--- src/rtl/fetch_stage_pkg.sv ---
// Shared pipeline definitions for the fetch stage and its neighbours.
package fetch_stage_pkg;

  typedef enum logic [1:0] {
    ST_FETCH = 2'b00,
    ST_HOLD  = 2'b01,
    ST_DRAIN = 2'b10
  } fetch_state_e;

  localparam logic [31:0] NOP_INSTR = 32'h0000_0000;
  localparam logic [31:0] PC_STEP   = 32'd4;

endpackage

--- src/rtl/fetch_stage_sat_counter.sv ---
// Saturating up-counter with enable, used for performance debug counters.
module sat_counter #(
  parameter int WIDTH = 16
) (
  input  logic             clk,
  input  logic             rst_n,
  input  logic             i_en,
  output logic [WIDTH-1:0] o_count
);

  logic [WIDTH-1:0] r_count;

  // Count enabled cycles, sticking at all-ones.
  always_ff @(posedge clk or negedge rst_n) begin
    if (!rst_n) begin
      r_count <= {WIDTH{1'b0}};
    end else if (i_en && (r_count != {WIDTH{1'b1}})) begin
      r_count <= r_count + WIDTH'(1);
    end else begin
      r_count <= r_count;
    end
  end

  assign o_count = r_count;

endmodule

--- src/rtl/fetch_stage.sv ---
// Instruction-fetch stage with IF/ID register, variable-latency memory handshake,
// freeze/flush handling and a saturating hazard stall counter.
module fetch_stage
  import fetch_stage_pkg::*;
#(
  parameter int                ADDR_W   = 32,
  parameter int                INSTR_W  = 32,
  parameter logic [ADDR_W-1:0] RESET_PC = {ADDR_W{1'b0}}
) (
  input  logic               clk,
  input  logic               rst,
  input  logic               hazard_detected,
  input  logic               branch_taken,
  input  logic [ADDR_W-1:0]  branch_addr,
  output logic               imem_req,
  output logic [ADDR_W-1:0]  imem_addr,
  input  logic               imem_ready,
  input  logic [INSTR_W-1:0] imem_rdata,
  output logic [ADDR_W-1:0]  if_id_pc,
  output logic [INSTR_W-1:0] if_id_instr,
  output logic               if_id_valid,
  output logic [15:0]        stall_count
);

  fetch_state_e       r_state;
  logic [ADDR_W-1:0]  r_pc;
  logic [ADDR_W-1:0]  r_target;
  logic [INSTR_W-1:0] r_buf;
  logic               r_req;
  logic [ADDR_W-1:0]  r_if_pc;
  logic [INSTR_W-1:0] r_if_instr;
  logic               r_if_valid;

  logic               w_ready;
  logic [ADDR_W-1:0]  w_pc_inc;
  logic               w_stall_en;

  // A response only counts while our request is actually on the bus.
  assign w_ready    = imem_ready & r_req;
  assign w_pc_inc   = r_pc + ADDR_W'(PC_STEP);
  assign w_stall_en = hazard_detected & ~branch_taken;

  // Fetch FSM, PC, redirect target, skid buffer and IF/ID register.
  always_ff @(posedge clk or negedge rst) begin
    if (!rst) begin
      r_state    <= ST_FETCH;
      r_pc       <= RESET_PC;
      r_target   <= RESET_PC;
      r_buf      <= {INSTR_W{1'b0}};
      r_req      <= 1'b0;
      r_if_pc    <= {ADDR_W{1'b0}};
      r_if_instr <= {INSTR_W{1'b0}};
      r_if_valid <= 1'b0;
    end else begin
      r_req <= 1'b1;
      case (r_state)
        ST_FETCH: begin
          if (branch_taken) begin
            r_if_valid <= 1'b0;
            r_if_instr <= INSTR_W'(NOP_INSTR);
            if (w_ready || !r_req) begin
              r_pc <= branch_addr;
            end else begin
              // Address must stay put until the outstanding response returns.
              r_target <= branch_addr;
              r_state  <= ST_DRAIN;
            end
          end else if (hazard_detected) begin
            if (w_ready) begin
              r_buf   <= imem_rdata;
              r_state <= ST_HOLD;
              r_req   <= 1'b0;
            end else begin
              r_buf <= r_buf;
            end
          end else if (w_ready) begin
            r_if_pc    <= w_pc_inc;
            r_if_instr <= imem_rdata;
            r_if_valid <= 1'b1;
            r_pc       <= w_pc_inc;
          end else begin
            r_if_valid <= 1'b0;
            r_if_instr <= INSTR_W'(NOP_INSTR);
          end
        end
        ST_HOLD: begin
          if (branch_taken) begin
            r_if_valid <= 1'b0;
            r_if_instr <= INSTR_W'(NOP_INSTR);
            r_pc       <= branch_addr;
            r_state    <= ST_FETCH;
          end else if (hazard_detected) begin
            r_req <= 1'b0;
          end else begin
            r_if_pc    <= w_pc_inc;
            r_if_instr <= r_buf;
            r_if_valid <= 1'b1;
            r_pc       <= w_pc_inc;
            r_state    <= ST_FETCH;
          end
        end
        ST_DRAIN: begin
          if (branch_taken) begin
            r_target <= branch_addr;
          end else begin
            r_target <= r_target;
          end
          if (w_ready) begin
            r_pc    <= branch_taken ? branch_addr : r_target;
            r_state <= ST_FETCH;
          end else begin
            r_pc <= r_pc;
          end
          if (!(hazard_detected && !branch_taken)) begin
            r_if_valid <= 1'b0;
            r_if_instr <= INSTR_W'(NOP_INSTR);
          end else begin
            r_if_valid <= r_if_valid;
          end
        end
        default: begin
          r_state    <= ST_FETCH;
          r_if_valid <= 1'b0;
          r_if_instr <= INSTR_W'(NOP_INSTR);
        end
      endcase
    end
  end

  sat_counter #(.WIDTH(16)) u_stall_cnt (
    .clk     (clk),
    .rst_n   (rst),
    .i_en    (w_stall_en),
    .o_count (stall_count)
  );

  assign imem_req    = r_req;
  assign imem_addr   = r_pc;
  assign if_id_pc    = r_if_pc;
  assign if_id_instr = r_if_instr;
  assign if_id_valid = r_if_valid;

endmodule
--- config.mk ---
export PLATFORM = sky130hd
export DESIGN_NAME = fetch_stage
export DESIGN_NICKNAME = d
export VERILOG_FILES = /design/src/rtl/fetch_stage_pkg.sv /design/src/rtl/fetch_stage_sat_counter.sv /design/src/rtl/fetch_stage.sv
export SDC_FILE = /design/constraint.sdc
export NUM_CORES = 1
export LEC_CHECK = 0
export CAP_MARGIN = 10
export CORE_MARGIN = 1
export CORE_UTILIZATION = 35
export CTS_CLUSTER_SIZE = 16
export DETAILED_ROUTE_END_ITERATION = 16
export GPL_ROUTABILITY_DRIVEN = 1
export PLACE_DENSITY = 0.57
export SLEW_MARGIN = 25
export SYNTH_ARGS = -nofsm -noshare
export SYNTH_HDL_FRONTEND = slang
export SYNTH_SLANG_ARGS = --single-unit
--- constraint.sdc ---
create_clock -name clk -period 3.6 [get_ports clk]
set_input_delay 0.72 -clock clk [delete_from_list [all_inputs] [get_ports clk]]
set_output_delay 0.72 -clock clk [all_outputs]
set_load 0.005 [all_outputs]
==> run_summary.xml <==
<?xml version="1.0" encoding="UTF-8"?>
<metrics>
  <group name="floorplanning">
    <metric name="placeableCoreArea" unit="um^2">23500</metric>
    <metric name="floorplan.die_area" unit="um^2">24600</metric>
    <metric name="number_of_i_o_pins" unit="">183</metric>
    <metric name="floorplan.rows" unit="">56</metric>
    <metric name="die_h" unit="um">157</metric>
    <metric name="initial_utilization" unit="">0.357</metric>
    <metric name="die-width" unit="um">157</metric>
  </group>
  <group name="logic_synthesis">
    <metric name="asyncSetResetFlopFracSynth" unit="">1.00</metric>
    <metric name="largest_family_of_logic_cells_by_synthesized_area" unit="">compound AO/OA/AOI/OAI gates</metric>
    <metric name="synth-seq-area-share" unit="">0.537</metric>
    <metric name="synth_top_area_cell" unit="">sky130_fd_sc_hd__dfrtp_1</metric>
    <metric name="synth.distinct_cells" unit="">56</metric>
    <metric name="synth_simple_gate_area_frac" unit="">0.138</metric>
    <metric name="synth.yosys.warnings" unit="">0</metric>
    <metric name="synth-adder-area-share" unit="">0.00298</metric>
    <metric name="yosys-top-cells-area" unit="">sky130_fd_sc_hd__dfrtp_1 54%, sky130_fd_sc_hd__mux2_2 9.5%, sky130_fd_sc_hd__nand2_1 5.2%</metric>
    <metric name="syn_avg_cell_area" unit="um^2">10.6</metric>
    <metric name="synth-xor-area-share" unit="">0.0438</metric>
    <metric name="syn-cell-area" unit="um^2">8390</metric>
    <metric name="synth.ff_latch_count" unit="">180</metric>
    <metric name="number_of_enable_type_register_cells_in_the_synthesized_netlist" unit="">0</metric>
    <metric name="synthCells" unit="">794</metric>
    <metric name="synth_largest_type_area_fraction" unit="">0.537</metric>
    <metric name="synth_mux_area_frac" unit="">0.109</metric>
    <metric name="share_of_the_synthesized_area_in_compound_gates_ao_oa_aoi_oai" unit="">0.142</metric>
    <metric name="main_flop_type_after_synthesis" unit="">sky130_fd_sc_hd__dfrtp_1</metric>
    <metric name="postSynthNetCount" unit="">865</metric>
  </group>
  <group name="routing">
    <metric name="initialDrtViolationCount" unit="">333</metric>
    <metric name="routed-via-count" unit="">6600</metric>
    <metric name="drt-pass1-iter-count" unit="">4</metric>
    <metric name="wire_per_inst" unit="um">17.7</metric>
    <metric name="route.detailed.drc" unit="">0</metric>
    <metric name="routed_wl" unit="mm">22.9</metric>
    <metric name="detail_route.vias_per_cell" unit="">5.09</metric>
    <metric name="antenna_left" unit="">0</metric>
  </group>
  <group name="critical_path">
    <metric name="chain_of_cells_forming_the_critical_path" unit="">clkdlybuf4s50_1 -&gt; a21o_1 -&gt; nand3_2 -&gt; buf_4 -&gt; o2111ai_1</metric>
    <metric name="crit_path_max_incr_delay" unit="ps">580</metric>
    <metric name="cpMaxStageDelayCell" unit="">sky130_fd_sc_hd__nand3_2</metric>
    <metric name="crit-reg2reg-capture" unit="">imem_addr[22]</metric>
    <metric name="worst_ep_arrival_time" unit="ps">2660</metric>
    <metric name="reg2reg_from" unit="">imem_addr[2]</metric>
    <metric name="setup.reg_to_reg.worst_slack" unit="ps">1340</metric>
    <metric name="reg2reg_depth" unit="">6</metric>
    <metric name="setup.worst_path.end_class" unit="">flip-flop</metric>
    <metric name="cp_top_family" unit="">buffers and inverters</metric>
    <metric name="critical_path_peak_fanout" unit="">32</metric>
    <metric name="cp-start-kind" unit="">primary input</metric>
    <metric name="timing.critical_path.required" unit="ps">3950</metric>
    <metric name="setup.worst_path.class" unit="">primary input to flip-flop</metric>
    <metric name="cp_num_buf_inv" unit="">2</metric>
  </group>
  <group name="cells_and_area">
    <metric name="layout.cells.most_common_list" unit="">180 x sky130_fd_sc_hd__dfrtp_1, 180 x sky130_fd_sc_hd__clkdlybuf4s50_1, 116 x sky130_fd_sc_hd__nand2_1, 82 x sky130_fd_sc_hd__o21ai_0, 71 x sky130_fd_sc_hd__mux2_2</metric>
    <metric name="fillers" unit="">2201</metric>
    <metric name="syn2layout_area_growth" unit="%">32.9</metric>
    <metric name="antenna-diode-count" unit="">0</metric>
    <metric name="final_layout_size_suffix_gt1_frac" unit="">0.141</metric>
    <metric name="design.final.nets" unit="">1036</metric>
  </group>
  <group name="global_route">
    <metric name="grt_first_pass_wirelength" unit="mm">37.2</metric>
    <metric name="gr-usage-met1" unit="">0.268</metric>
    <metric name="gr-total-overflow" unit="">0</metric>
    <metric name="gr-usage-all-layers" unit="">0.198</metric>
    <metric name="grt_antenna_before_repair" unit="">1</metric>
    <metric name="global_route.usage.met3" unit="">0.0690</metric>
    <metric name="globalRouteMet2Util" unit="">0.302</metric>
    <metric name="grt_most_used_layer" unit="">met2</metric>
    <metric name="maximum_number_of_pins_on_one_net_before_global_route_repair" unit="">82</metric>
    <metric name="first_global_vias" unit="">6695</metric>
  </group>
  <group name="timing">
    <metric name="report.final.slew_viol_count" unit="">0</metric>
    <metric name="max_slew.worst_pin.slew" unit="ps">758</metric>
    <metric name="final-hold-violation-count" unit="">0</metric>
    <metric name="layout_worst_path_cycle_share" unit="">0.642</metric>
    <metric name="grt_setup_unrepaired" unit="">false</metric>
    <metric name="worst_clock_skew" unit="ps">15.5</metric>
    <metric name="maximum_clock_rate" unit="MHz">433</metric>
    <metric name="fin_ws" unit="ps">1290</metric>
    <metric name="timing.final.crit_period" unit="ps">2310</metric>
    <metric name="max-slew-margin-rel" unit="">0.493</metric>
    <metric name="finalSetupViolations" unit="">0</metric>
    <metric name="setup-tns-final" unit="ps">0</metric>
  </group>
  <group name="cts">
    <metric name="cts_hold_buf" unit="">0</metric>
    <metric name="cts_tree" unit="">yes</metric>
    <metric name="cts.sink_count" unit="">180</metric>
    <metric name="cts-resized-gates" unit="">0</metric>
    <metric name="ctsLongestPathBuffers" unit="">2</metric>
    <metric name="cts_buf_count" unit="">17</metric>
    <metric name="insertion_delay" unit="ps">440</metric>
    <metric name="cts_root_buffer" unit="">sky130_fd_sc_hd__clkbuf_16</metric>
    <metric name="worst_setup_hold_path_clk_slew" unit="ps">80</metric>
    <metric name="h-tree-depth" unit="">4</metric>
    <metric name="cts_setup_buffers" unit="">0</metric>
  </group>
  <group name="run">
    <metric name="cap_viol_max_count" unit="">0</metric>
  </group>
  <group name="place">
    <metric name="globalplace.congestion" unit="">0.808</metric>
    <metric name="port_buffers" unit="">182</metric>
    <metric name="post-dp-hpwl" unit="mm">15.5</metric>
    <metric name="pre_cts_ws" unit="ps">842</metric>
  </group>
  <group name="status">
    <metric name="run_status" unit="">completed</metric>
  </group>
  <group name="min_path">
    <metric name="hold_path_class" unit="">primary input to asynchronous set/reset pin</metric>
  </group>
  <group name="pwr">
    <metric name="pwr_density_cell" unit="nW/um^2">562</metric>
    <metric name="vdd_ir_drop_max" unit="V">0.000293</metric>
    <metric name="leakage" unit="nW">4.59</metric>
  </group>
</metrics>
[Yosys cell counts, drive strengths merged, types with 6 or more instances]
| cell | instances |
|---|---|
| xor2 | 21 |
| clkbuf | 36 |
| dfrtp | 180 |
| nand4 | 13 |
| buf | 13 |
| nor4 | 7 |
| mux2i | 10 |
| nor3 | 7 |
| a21oi | 36 |
| o31a | 6 |
| nor2 | 34 |
| mux2 | 72 |
| o21ai | 85 |
| and3 | 18 |
| xnor2 | 21 |
| nand2 | 116 |
| inv | 9 |
| nand2b | 6 |
| nand3 | 23 |
| a22oi | 32 |
[worst max-delay path by stage]
stage | cells after the start | slack, ps | to | from
2_1_floorplan | 5 | 1510 | r_buf[10] | branch_taken
3_3_place_gp | 5 | 870 | imem_addr[21] | imem_ready
3_5_place_dp | 5 | 840 | imem_addr[22] | imem_ready
4_1_cts | 5 | 1310 | imem_addr[22] | imem_ready
5_1_grt | 6 | 1100 | if_id_pc[30] | imem_addr[2]
6_report | 5 | 1290 | imem_addr[22] | imem_ready
[power breakdown]
group	leakage (nW)	internal (mW)	switching (mW)
clock network	0.274	0.917	0.908
registers	2.26	2.47	0.383
logic	2.06	0.935	0.655
total	4.59	4.32	1.95
[routing by layer]
| metal | up-vias | share of wire |
|---|---|---|
| li1 | 3175 | - |
| met1 | 3214 | 0.46 |
| met2 | 191 | 0.45 |
| met3 | 18 | 0.078 |
| met4 | 2 | 0.011 |
| met5 | - | 0.00057 |
[state kept, by name, summed over array words and instances, names as in the netlist]
name,flops
if_id_instr,32
if_id_pc,32
imem_addr,32
r_buf,32
r_target,32
u_stall_cnt.o_count,16
r_state,2
if_id_valid,1
imem_req,1
[through the flow]
stage | hold WS (ps) | area [um^2] | total power [mW] | std cells | util
finish | 321 | 11200 | 6.27 | 1296 | 0.475
global placement | 460 | 10600 | 4.47 | 1265 | 0.451
floorplan | 424 | 8390 | 3.55 | 794 | -
detailed placement | 467 | 10600 | 4.51 | 1265 | 0.451
global route | 384 | 11200 | 6.63 | 1296 | 0.475
CTS | 359 | 11200 | 6.34 | 1296 | 0.475
[layout make-up]
type / instances / area (um^2) / area share
clock inverter: 14 / 134 / 0.0120
sequential: 180 / 4500 / 0.404
clock buffer: 17 / 425 / 0.0381
timing repair buffer: 201 / 1990 / 0.178
multi-input combinational: 556 / 3670 / 0.329
inverter: 9 / 33.8 / 0.00303
tap: 319 / 399 / 0.0358
[kinds of logic after synthesis]
family	count (synthesis)
AO/OA/AOI/OAI	193
XOR/XNOR	42
adder cells (fa/ha/maj)	2
buffers and inverters	58
flip-flops	180
multiplexers	82
AND/OR/NAND/NOR	237
Power figures use the tool's default switching activity.
